### config.mk
export PLATFORM = sky130hd
export DESIGN_NAME = morse_tx_ctrl
export DESIGN_NICKNAME = d
export VERILOG_FILES = /design/src/rtl/morse_tx_ctrl_pkg.sv /design/src/rtl/morse_tick_div.sv /design/src/rtl/morse_tx_ctrl.sv
export SDC_FILE = /design/constraint.sdc
export NUM_CORES = 1
export LEC_CHECK = 0
export BUFFER_PORTS_ARGS = -buffer_cell sky130_fd_sc_hd__buf_2
export CAP_MARGIN = 20
export CORE_MARGIN = 8
export CORE_UTILIZATION = 52
export DETAILED_ROUTE_END_ITERATION = 8
export GPL_TIMING_DRIVEN = 0
export PLACE_DENSITY = 0.77
export SLEW_MARGIN = 25
export SYNTH_ARGS = -nofsm -noshare
export SYNTH_HDL_FRONTEND = slang
export SYNTH_HIERARCHICAL = 1
export SYNTH_SLANG_ARGS = --single-unit
### constraint.sdc
create_clock -name clock -period 1.8 [get_ports clock]
set_clock_uncertainty 0.15 [all_clocks]
set_input_delay 0 -clock clock [delete_from_list [all_inputs] [get_ports clock]]
set_output_delay 0 -clock clock [all_outputs]
set_load 0.005 [all_outputs]
### src/rtl/morse_tx_ctrl_pkg.sv
// Shared constants for the Morse letter transmitter: FSM encoding and the
// letter-to-pulse-pattern table (left-aligned, MSB sent first).
package morse_tx_ctrl_pkg;

  localparam int MORSE_WIDTH = 14;

  typedef enum logic [1:0] {
    IDLE = 2'd0,
    LOAD = 2'd1,
    SEND = 2'd2,
    DONE = 2'd3
  } state_t;

  // 1 = LED on; a dot is one unit, a dash three, gaps one unit.
  localparam logic [MORSE_WIDTH-1:0] MORSE_PAT [8] = '{
    14'b10111000000000,  // A
    14'b11101010100000,  // B
    14'b11101011101000,  // C
    14'b11101010000000,  // D
    14'b10000000000000,  // E
    14'b10101110100000,  // F
    14'b11101110100000,  // G
    14'b10101010000000   // H
  };

  localparam logic [3:0] MORSE_LEN [8] = '{
    4'd5, 4'd9, 4'd11, 4'd7, 4'd1, 4'd9, 4'd9, 4'd7
  };

endpackage

### src/rtl/morse_tick_div.sv
// Symbol-unit divider: counts 0..TICK_CYCLES-1 while enabled and flags the
// last cycle of each unit with a registered one-cycle tick.
module morse_tick_div #(
  parameter int TICK_CYCLES = 25_000_000
) (
  input  logic clock,
  input  logic reset_n,
  input  logic clear,
  output logic tick
);

  localparam int DIV_W = $clog2(TICK_CYCLES);

  logic [DIV_W-1:0] count;

  // tick is precomputed one cycle early so it is high exactly while
  // count == TICK_CYCLES-1, without a combinational compare on the output.
  always_ff @(posedge clock) begin
    // NOTE: reset is synchronous here, so it is just the first branch of the
    // clocked block and stays out of the sensitivity list.
    if (!reset_n || clear) begin
      count <= '0;
      tick  <= 1'b0;
    end else begin
      tick <= (count == DIV_W'(TICK_CYCLES - 2));
      if (count == DIV_W'(TICK_CYCLES - 1)) count <= '0;
      else                                  count <= count + 1'b1;
    end
  end

endmodule

### src/rtl/morse_tx_ctrl.sv
// Sequencer for an external left-shift register that blinks one Morse letter
// (A..H): loads the letter's pattern, then shifts once per Morse unit.
module morse_tx_ctrl
  import morse_tx_ctrl_pkg::*;
#(
  parameter int WIDTH       = MORSE_WIDTH,
  parameter int TICK_CYCLES = 25_000_000
) (
  input  logic             clock,
  input  logic             reset_n,
  input  logic             start,
  input  logic [2:0]       letter,
  input  logic             shift_msb,
  output logic [WIDTH-1:0] pattern,
  output logic             par_load,
  output logic             enable,
  output logic             led,
  output logic             busy,
  output logic             done
);

  state_t     state;
  logic [3:0] remaining;
  logic       tick;

  // The divider only runs in SEND, so every letter starts on a fresh unit.
  morse_tick_div #(
    .TICK_CYCLES(TICK_CYCLES)
  ) u_tick_div (
    .clock  (clock),
    .reset_n(reset_n),
    .clear  (state != SEND),
    .tick   (tick)
  );

  always_ff @(posedge clock) begin
    if (!reset_n) begin
      state     <= IDLE;
      pattern   <= '0;
      remaining <= '0;
      par_load  <= 1'b0;
      busy      <= 1'b0;
      done      <= 1'b0;
    end else begin
      par_load <= 1'b0;
      done     <= 1'b0;
      case (state)
        IDLE: begin
          if (start) begin
            pattern   <= WIDTH'(MORSE_PAT[letter]) << (WIDTH - MORSE_WIDTH);
            remaining <= MORSE_LEN[letter];
            par_load  <= 1'b1;
            busy      <= 1'b1;
            state     <= LOAD;
          end
        end
        LOAD: state <= SEND;
        SEND: begin
          if (tick) begin
            remaining <= remaining - 4'd1;
            if (remaining == 4'd1) begin
              done  <= 1'b1;
              state <= DONE;
            end
          end
        end
        DONE: begin
          busy  <= 1'b0;
          state <= IDLE;
        end
        default: state <= IDLE;
      endcase
    end
  end

  // Gated with SEND so the shifter never sees a strobe outside a letter and
  // the LED follows the shifter with no added latency.
  assign enable = tick && (state == SEND);
  assign led    = shift_msb && (state == SEND);

endmodule
==> results.sh, run 1 <==
export IMPL_run_status="finished with violations"
export IMPL_violations="setup timing"
export IMPL_portBuffers=21
export IMPL_routed_via_count=1869
export IMPL_n_antenna_cell=0
export IMPL_timing_critical_path_from_type="register"
export IMPL_finish_utilization=0.6439
export IMPL_synth_async_sr_flop_share=0
export IMPL_gp_congestion=0.8898
export IMPL_finish_cell_count_without_fillers=346
export IMPL_p_leak_nw=1.076
export IMPL_cp_data_required_time_ns=1.84
export IMPL_synth_edf_count=0
export IMPL_critical_path_most_common_cell="buf_12"
export IMPL_timing_critical_path_arrival_ns=2.09
export IMPL_detailroute_wirelength_met3_um=245
export IMPL_placed_area_sq_um=2422
export IMPL_syn_avg_cell_area_sq_um=8.939
export IMPL_clock_sinks=43
export IMPL_top_library_cells_by_usage_in_the_layout_fill_and_taps_aside="dfxtp_1, nor2_1, buf_2"
export IMPL_timing_worst_setup_path_type="register to register"
export IMPL_layout_nets=313
export IMPL_cts_path_max_buffers=2
export IMPL_cts_tree="done"
export IMPL_worst_path_largest_cell_delay_ns=0.56
export IMPL_cts_root_buf="clkbuf_8"
export IMPL_crit_slowest_cell="or4_4"
export IMPL_drtPass1Iterations=4
export IMPL_final_setup_vio_count=21
export IMPL_power_density_cell_area_nw_per_um2=891.4
export IMPL_wl_per_cell_um=13.65
export IMPL_tritoncts_num_buffers=5
export IMPL_synth_seq_cells=43
export IMPL_finalCriticalPeriod_ns=2.048
export IMPL_fp_coreArea_sq_um=4234
export IMPL_path_clk_slew_ns=0.08
export IMPL_drive_above_1_share=0.3095
export IMPL_detail_route_antenna_nets=0
export IMPL_post_route_period_util=1.138
export IMPL_clk_insertion_delay_late_ns=0.30
export IMPL_grt_pass1_wl_um=7659
export IMPL_timing_critical_path_fanout_max=7
export IMPL_timing_final_ws_setup_ns=-0.2481
export IMPL_signed_area_change_from_the_synthesized_netlist_to_the_final_layout_pct=22.00
export IMPL_synth_lib_cells_used_distinct=48
export IMPL_ys_dominant_reg_cell="dfxtp_1"
export IMPL_route_top_layer_used="met4"
export IMPL_synth_cells=250
export IMPL_row_count=24
export IMPL_die_height_um=81.56
export IMPL_ir_drop_mv=0.4086
export IMPL_num_fill_cells=322
export IMPL_floorplan_initialDensity=0.5278
export IMPL_die_area_sq_um=6651
export IMPL_totalWireLength_um=4724
export IMPL_boundaryPins=26
export IMPL_global_route_congestion_overflow_total=0
export IMPL_detail_route_wirelength_met1_um=2177
export IMPL_fmaxAchievable_mhz=488.3
export IMPL_critical_path_cell_chain="nor4b_4 > nand3b_1 > or4_4 > o21ai_4 > buf_12 > buf_12 > nor2_1"
export IMPL_post_route_drc_count=0
export IMPL_post_place_cells=326
export IMPL_drt_iter0_drc=199
export IMPL_post_detail_place_hpwl_um=3178
export IMPL_yosysSeqAreaShare=0.3852
export IMPL_finalHoldViolCount=0
export IMPL_yosys_warnings=6
export IMPL_finalInstanceArea_sq_um=2726
export IMPL_unrepaired_setup_endpoints_after_global_routing="yes"
export IMPL_preCtsSetupSlack_ns=-0.4117
export IMPL_maxCapViolCount=0
export IMPL_final_common_cell="dfxtp_1"
export IMPL_synth_area_sq_um=2235
export IMPL_grt_start_max_net_pins=14
export IMPL_wl_met2_um=2241
export IMPL_dieWidth_um=81.56
export IMPL_timing_critical_path_to_type="register"
export IMPL_grt_pass1_vias=1674
export IMPL_grt_usage=0.1448
export IMPL_hold_path_class="primary input to register"
export IMPL_grt_antenna_before_repair=0
export IMPL_final_max_slew_violation_count=0
export IMPL_detail_route_vias_per_cell=5.402
export IMPL_cts_max_level=2
synth_stat cells, types with 2 or more instances:
cell type   n  area share
a211oi_1    3       0.010
a21oi_1    13       0.029
a311oi_1    3       0.012
and2_1      3      0.0084
and3_1      4       0.011
and3_2      2      0.0067
and4_1      3       0.012
buf_4       7       0.024
clkbuf_1    2      0.0034
dfxtp_1    43        0.39
ha_1       13       0.073
inv_1      13       0.022
nand2_1    17       0.029
nand2b_1    2      0.0056
nand3_1    15       0.034
nand3b_1    2      0.0067
nand4_1    10       0.028
nor2_1     27       0.045
nor2_2     10       0.028
nor3_1      3      0.0067
nor4_1      2      0.0056
nor4b_2     2       0.013
o21ai_0     5       0.011
o21ai_2     2      0.0078
o31ai_1     2      0.0067
o32ai_2     2       0.015
or3_1       2      0.0056
xnor2_1     6       0.024
xor2_1     13       0.051
report_power, final:
group | leakage [nW] | internal [mW] | switching (mW) | total (mW)
Clock | 0.0412 | 0.271 | 0.326 | 0.597
Sequential | 0.354 | 1.03 | 0.0658 | 1.10
Combinational | 0.681 | 0.342 | 0.392 | 0.734
Total | 1.08 | 1.65 | 0.783 | 2.43
what timing repair did:
item	in CTS	in global routing
pin swaps	5	6
endpoints found under the setup margin	20	24
gates cloned	1	0
endpoints found under the hold margin	8	0
gates resized for setup	14	12
hold buffers	4	0
buffers inserted	5	4
critical path: cells and delay by family (launching register included):
kind / cells / cell delay (ns)
compound gates: 1 / 0.18
buf+inv: 2 / 0.25
flops: 1 / 0.36
simple gates: 4 / 1.01
registers in the layout, summed over array words and instances (netlist names):
| name | cells |
|---|---|
| busy | 1 |
| done | 1 |
| par_load | 1 |
| pattern | 8 |
| remaining | 4 |
| state | 2 |
| u_tick_div/count | 25 |
| u_tick_div/tick | 1 |
area by class of cell:
| cell class | count | area (sq um) | share of cell area |
|---|---|---|---|
| well taps | 52 | 65.06 | 0.02386 |
| clock inverters | 2 | 12.51 | 0.004589 |
| clock buffers | 6 | 72.57 | 0.02662 |
| plain buffers | 11 | 88.84 | 0.03258 |
| inverters | 14 | 52.55 | 0.01927 |
| repair buffers | 34 | 241.5 | 0.08857 |
| multi-input cells | 184 | 1315 | 0.4823 |
| flip-flops and latches | 43 | 878.3 | 0.3222 |
final timing paths:
kind	start	depth (start not counted)	slack, ns	endpoint
worst max-delay path	u_tick_div/count[17]$_SDFF_PP0_	7	-0.25	u_tick_div/count[19]$_SDFF_PP0_
worst min-delay path	letter[0]	4	0.03	pattern[12]$_SDFFE_PN0P_
worst max register to register	u_tick_div/count[17]$_SDFF_PP0_	7	-0.25	u_tick_div/count[19]$_SDFF_PP0_
worst min register to register	pattern[8]$_SDFFE_PN0P_	2	0.31	pattern[8]$_SDFFE_PN0P_
per-layer routing:
layer	vias up	track usage
li1	945	-
met1	870	0.1794
met2	45	0.2331
met3	9	0.03829
met4	0	0.05893
met5	-	0
metrics by stage:
stage                     setup TNS [ns]  power (mW)  hold WS [ns]
final                             -4.256       2.430       0.02988
after global routing              -5.703       2.589       0.04798
after CTS                         -4.353       2.466       0.01858
after detailed placement          -6.539       1.798        0.1306
after global placement            -6.831       1.780        0.1233
after floorplan                   -2.237       1.626      -0.04123
kinds of logic after synthesis:
logic type	synth area share
AND/OR/NAND/NOR	0.2777
flip-flops	0.3852
AO/OA/AOI/OAI	0.1103
buffers and inverters	0.06663
XOR/XNOR	0.07447
adder cells (fa/ha/maj)	0.07279
multiplexers	0.01120
other	0.001678
(Power assumes the default switching activity.)
==> run 2, diff against run 1 <==
- ABC_AREA: default -> 1
==> run 2 against run 1 <==
Total power up 21%. Synthesized area increased by 6.9%. First-iteration DRC count fell by 28%. Design area grew 1.1%. Global-route usage is 0.51 points higher. Critical path depth did not move. Sequential power barely moved. Wire length rose by 6.4%. Largest power group unchanged. Fmax increased by 26%. The run now ends clean. Clock power increased by 48%. Via count grew 16%.
==> results.sh, run 2 <==
export IMPL_reg2reg_depth=7
export IMPL_portBuffers=21
export IMPL_yosysSeqAreaShare=0.3602
export IMPL_ys_dominant_reg_cell="dfxtp_1"
export IMPL_fraction_of_synthesized_cell_area_in_xor_and_xnor_cells=0.03298
export IMPL_final_max_slew_violation_count=0
export IMPL_drtPass1Iterations=4
export IMPL_global_route_congestion_overflow_total=0
export IMPL_ir_drop_mv=0.6439
export IMPL_syn_avg_cell_area_sq_um=6.927
export IMPL_p_leak_nw=1.141
export IMPL_hold_path_class="primary input to register"
export IMPL_post_detail_place_hpwl_um=3706
export IMPL_synthSimpleGateAreaFrac=0.3524
export IMPL_cts_root_buf="clkbuf_8"
export IMPL_grt_pass1_vias=2030
export IMPL_synth_lib_cells_used_distinct=25
export IMPL_synth_area_leaders="dfxtp_1, nand2_1, nor2_1"
export IMPL_die_area_sq_um=7021
export IMPL_maxCapViolCount=0
export IMPL_placed_area_sq_um=2571
export IMPL_floorplan_initialDensity=0.5451
export IMPL_yosys_area_top_type="dfxtp_1"
export IMPL_clk_insertion_delay_late_ns=0.30
export IMPL_post_route_period_util=0.9062
export IMPL_signed_area_change_from_the_synthesized_netlist_to_the_final_layout_pct=15.34
export IMPL_totalWireLength_um=5024
export IMPL_synth_async_sr_flop_share=0
export IMPL_registers_top_by_ff_count="u_tick_div/count"
export IMPL_fp_coreArea_sq_um=4384
export IMPL_dieWidth_um=83.79
export IMPL_final_setup_vio_count=0
export IMPL_grt_start_max_net_pins=14
export IMPL_grt_pass1_wl_um=9018
export IMPL_finalPower_mw=2.940
export IMPL_finalInstanceArea_sq_um=2756
export IMPL_unrepaired_setup_endpoints_after_global_routing="no"
export IMPL_synth_edf_count=0
export IMPL_drive_above_1_share=0.1649
export IMPL_synth_compound_gate_area_share=0.07644
export IMPL_routed_via_count=2166
export IMPL_num_fill_cells=399
export IMPL_final_common_cell="nand2_1"
export IMPL_run_status="completed"
export IMPL_top_library_cells_by_usage_in_the_layout_fill_and_taps_aside="nand2_1, nor2_1, dfxtp_1"
export IMPL_finalHoldViolCount=0
export IMPL_grt_antenna_before_repair=0
export IMPL_boundaryPins=26
export IMPL_layout_nets=401
export IMPL_clock_sinks=43
export IMPL_synth_adder_area_share=0.06806
export IMPL_synth_area_mux_share=0
export IMPL_tritoncts_num_buffers=5
export IMPL_netlist_top_cells_count="nand2_1, nor2_1, dfxtp_1"
export IMPL_fmaxAchievable_mhz=613.1
export IMPL_cts_max_level=2
export IMPL_grt_usage=0.1500
export IMPL_gp_congestion=0.8605
export IMPL_finalCriticalPeriod_ns=1.631
export IMPL_timing_critical_path_arrival_ns=1.71
export IMPL_synth_top_area_frac=0.3602
export IMPL_fin_hold_ws_ns=0.03134
export IMPL_synth_most_common_cell="nand2_1"
export IMPL_synth_cells=345
export IMPL_hold_path_cell_count=5
export IMPL_timing_worst_setup_path_type="register to register"
export IMPL_path_clk_slew_ns=0.09
export IMPL_timing_critical_path_fanout_max=10
export IMPL_synth_seq_cells=43
export IMPL_post_route_drc_count=0
export IMPL_cp_data_required_time_ns=1.88
export IMPL_detail_route_vias_per_cell=4.991
export IMPL_synth_area_sq_um=2390
export IMPL_detail_route_antenna_nets=0
export IMPL_cts_path_max_buffers=2
export IMPL_die_height_um=83.79
export IMPL_wl_per_cell_um=11.58
export IMPL_timing_critical_path_to_type="register"
export IMPL_yosys_warnings=6
export IMPL_cts_tree="done"
export IMPL_synth_top_family_by_area="simple AND/OR/NAND/NOR gates"
export IMPL_row_count=24
export IMPL_power_density_cell_area_nw_per_um2=1067
export IMPL_setup_total_negative_slack_ns=0
export IMPL_n_antenna_cell=0
export IMPL_number_of_flip_flops_under_the_largest_register_name=25
export IMPL_timing_critical_path_from_type="register"
export IMPL_drt_iter0_drc=144
export IMPL_largestRegisters="u_tick_div/count x25, pattern x8, remaining x4"
## run 2: area by class of cell
type | instances | area, sq um | area share
clock inverter | 2 | 60.06 | 0.02179
tap | 52 | 65.06 | 0.02360
sequential | 43 | 860.8 | 0.3123
clock buffer | 6 | 72.57 | 0.02633
multi-input combinational | 249 | 1286 | 0.4666
inverter | 47 | 176.4 | 0.06400
buffer | 9 | 82.58 | 0.02996
timing repair buffer | 26 | 152.6 | 0.05538
## run 2: cell families (layout without fill, tap and decap cells)
group / after synthesis / in the layout
xor+xnor: 9 / 9
flops: 43 / 43
other cells: 1 / 4
simple gates: 189 / 189
fa+ha+maj: 13 / 13
compound gates: 34 / 34
buf+inv: 56 / 90
## run 2: through the flow
step / cells / setup slack (ns) / util
after floorplan: 348 / 0.3075 / -
after global placement: 421 / 0.08143 / 0.5865
after detailed placement: 421 / 0.07019 / 0.5865
after CTS: 433 / 0.04705 / 0.6259
after global routing: 434 / 0.03377 / 0.6287
final: 434 / 0.1689 / 0.6287
## run 2: per-layer routing
metal,wire [um],vias up,part of all wire,global-route usage
met5,0,-,0,0
met4,76,0,0.015,0.05338
met3,298,6,0.059,0.04688
met2,2444,53,0.49,0.2526
met1,2204,966,0.44,0.1731
li1,-,1141,-,-
## run 2: worst max-delay path: stages, from the launching register on
cell and delay, ns:
dfxtp_1 0.33, inv_1 0.15, ha_2 0.27, inv_1 0.07
nor2_2 0.20, nand2_4 0.13, buf_8 0.16, a21oi_1 0.10
## run 2: worst paths after layout
path | end | slack [ns] | from
worst max-delay path | u_tick_div/count[10]$_SDFF_PP0_ | 0.17 | state[0]$_SDFFE_PN0P_
worst min-delay path | pattern[12]$_SDFFE_PN0P_ | 0.03 | letter[0]
worst max register to register | u_tick_div/count[10]$_SDFF_PP0_ | 0.17 | state[0]$_SDFFE_PN0P_
worst min register to register | u_tick_div/count[0]$_SDFF_PP0_ | 0.30 | u_tick_div/count[0]$_SDFF_PP0_
## run 2: power by group
| part | total (mW) | switching, mW | internal [mW] | leakage (nW) |
|---|---|---|---|---|
| sequential | 1.13 | 0.0709 | 1.06 | 0.349 |
| combinational | 0.923 | 0.570 | 0.353 | 0.727 |
| clock | 0.886 | 0.331 | 0.555 | 0.0654 |
## run 2: timing repair
action,CTS,global route
setup buffers,0,1
resized for setup,0,2
hold endpoints to repair,14,0
endpoints found under the setup margin,0,20
hold buffers,4,0
==> run 3, diff against run 2 <==
- ABC_AREA: 1 -> default
- SKIP_CTS_REPAIR_TIMING: default -> 1
==> run 3 against run 2 <==
The run now ends with setup timing left. First-iteration DRC count shrank 13%. Sequential power is essentially flat. Cell count shrank 21%. Sequential share of layout area grew 1.8 points. Critical endpoint is now u_tick_div/count[19]$_SDFF_PP0_. Core utilization shrank 0.90 points. Die area shrank 5.3%. Design area shrank 4.8%.
==> results.sh, run 3 (same netlist as run 1, synthesis figures left out) <==
export IMPL_portBuffers=21
export IMPL_layout_nets=310
export IMPL_p_leak_nw=1.038
export IMPL_registers_top_by_ff_count="u_tick_div/count"
export IMPL_die_height_um=81.56
export IMPL_tritoncts_num_buffers=5
export IMPL_grt_pass1_wl_um=7120
export IMPL_drt_iter0_drc=126
export IMPL_preCtsSetupSlack_ns=-0.4117
export IMPL_cts_path_max_buffers=2
export IMPL_finalInstanceArea_sq_um=2624
export IMPL_timing_worst_setup_path_type="register to register"
export IMPL_clk_insertion_delay_late_ns=0.30
export IMPL_power_density_cell_area_nw_per_um2=912.1
export IMPL_drive_above_1_share=0.2715
export IMPL_boundaryPins=26
export IMPL_timing_critical_path_to_type="register"
export IMPL_number_of_flip_flops_under_the_largest_register_name=25
export IMPL_ir_drop_mv=0.4091
export IMPL_totalWireLength_um=4414
export IMPL_signed_area_change_from_the_synthesized_netlist_to_the_final_layout_pct=17.41
export IMPL_global_route_congestion_overflow_total=0
export IMPL_routed_via_count=1831
export IMPL_die_area_sq_um=6651
export IMPL_finalCriticalPeriod_ns=2.100
export IMPL_cp_data_required_time_ns=1.84
export IMPL_row_count=24
export IMPL_unrepaired_setup_endpoints_after_global_routing="yes"
export IMPL_run_status="finished with violations"
export IMPL_finalPower_mw=2.393
export IMPL_finalHoldViolCount=0
export IMPL_maxCapViolCount=0
export IMPL_path_clk_slew_ns=0.08
export IMPL_post_route_drc_count=0
export IMPL_gp_congestion=0.8898
export IMPL_fmaxAchievable_mhz=476.3
export IMPL_top_library_cells_by_usage_in_the_layout_fill_and_taps_aside="dfxtp_1, nor2_1, buf_2"
export IMPL_timing_critical_path_arrival_ns=2.14
export IMPL_largestRegisters="u_tick_div/count x25, pattern x8, remaining x4"
export IMPL_detail_route_vias_per_cell=5.338
export IMPL_wl_per_cell_um=12.87
export IMPL_timing_critical_path_fanout_max=5
export IMPL_n_antenna_cell=0
export IMPL_grt_antenna_before_repair=0
export IMPL_final_setup_vio_count=20
export IMPL_grt_start_max_net_pins=14
export IMPL_grt_usage=0.1341
export IMPL_detail_route_antenna_nets=0
export IMPL_cts_root_buf="clkbuf_8"
export IMPL_final_common_cell="dfxtp_1"
export IMPL_clock_sinks=43
export IMPL_dieWidth_um=81.56
export IMPL_floorplan_initialDensity=0.5278
export IMPL_post_place_cells=326
export IMPL_hold_path_class="primary input to register"
export IMPL_cts_max_level=2
export IMPL_finish_cell_count_without_fillers=343
export IMPL_violations="setup timing"
export IMPL_post_detail_place_hpwl_um=3178
export IMPL_finish_utilization=0.6197
export IMPL_cts_tree="done"
export IMPL_timing_critical_path_from_type="register"
export IMPL_grt_pass1_vias=1596
export IMPL_fp_coreArea_sq_um=4234
export IMPL_placed_area_sq_um=2422
export IMPL_post_route_period_util=1.167
export IMPL_timing_final_ws_setup_ns=-0.2997
export IMPL_drtPass1Iterations=4
export IMPL_final_max_slew_violation_count=0
## run 3: changes by cell type in the layout (fill, tap and decap cells not counted), moves of 5 or more
cell and change:
xor2_1 +8, nand2_1 -73, a21oi_1 -7, dfxtp_1 -5
nand4_1 +5, dfxtp_2 +5, nand3_1 -10, inv_1 -29
nor2_1 -20
## run 3: area by class of cell
class                   instances  area, sq um
repair buffers                 31        190.2
plain buffers                  11        96.34
flip-flops and latches         43        867.1
clock inverters                 2        12.51
inverters                      14        52.55
multi-input cells             184         1267
well taps                      52        65.06
clock buffers                   6        72.57
fillers                       343         1610
## run 3: worst paths after layout
kind | start | to | slack [ns] | cells after the start
min | letter[0] | pattern[12]$_SDFFE_PN0P_ | 0.03 | 4
max reg2reg | u_tick_div/count[7]$_SDFF_PP0_ | u_tick_div/count[19]$_SDFF_PP0_ | -0.30 | 6
min reg2reg | pattern[8]$_SDFFE_PN0P_ | pattern[8]$_SDFFE_PN0P_ | 0.31 | 2
max | u_tick_div/count[7]$_SDFF_PP0_ | u_tick_div/count[19]$_SDFF_PP0_ | -0.30 | 6
## run 3: metrics by stage
step | hold slack [ns] | TNS [ns]
4_1_cts | -0.1852 | -6.862
2_1_floorplan | -0.04123 | -2.237
3_3_place_gp | 0.1233 | -6.831
3_5_place_dp | 0.1306 | -6.539
6_report | 0.02766 | -5.384
5_1_grt | 0.05049 | -6.863
## run 3: layer usage
metal / global-route usage / wire length [um] / vias to the layer above / share of wire
li1: - / - / 938 / -
met1: 0.1657 / 1999 / 839 / 0.45
met2: 0.2132 / 2125 / 42 / 0.48
met3: 0.03829 / 205 / 12 / 0.046
met4: 0.05714 / 84 / 0 / 0.019
met5: 0 / 0 / - / 0
## run 3: where the power goes
group	switching (mW)	leakage, nW	total, mW	internal, mW
sequential	0.0665	0.352	1.10	1.04
clock	0.322	0.0412	0.593	0.271
combinational	0.381	0.645	0.695	0.314
## run 3: worst max-delay path, stage by stage (launching register included)
cell and delay (ns):
dfxtp_2 0.36, nor4b_4 0.28, nand3b_1 0.15, or4_4 0.59, o21ai_4 0.23, buf_4 0.19, nor2_1 0.05
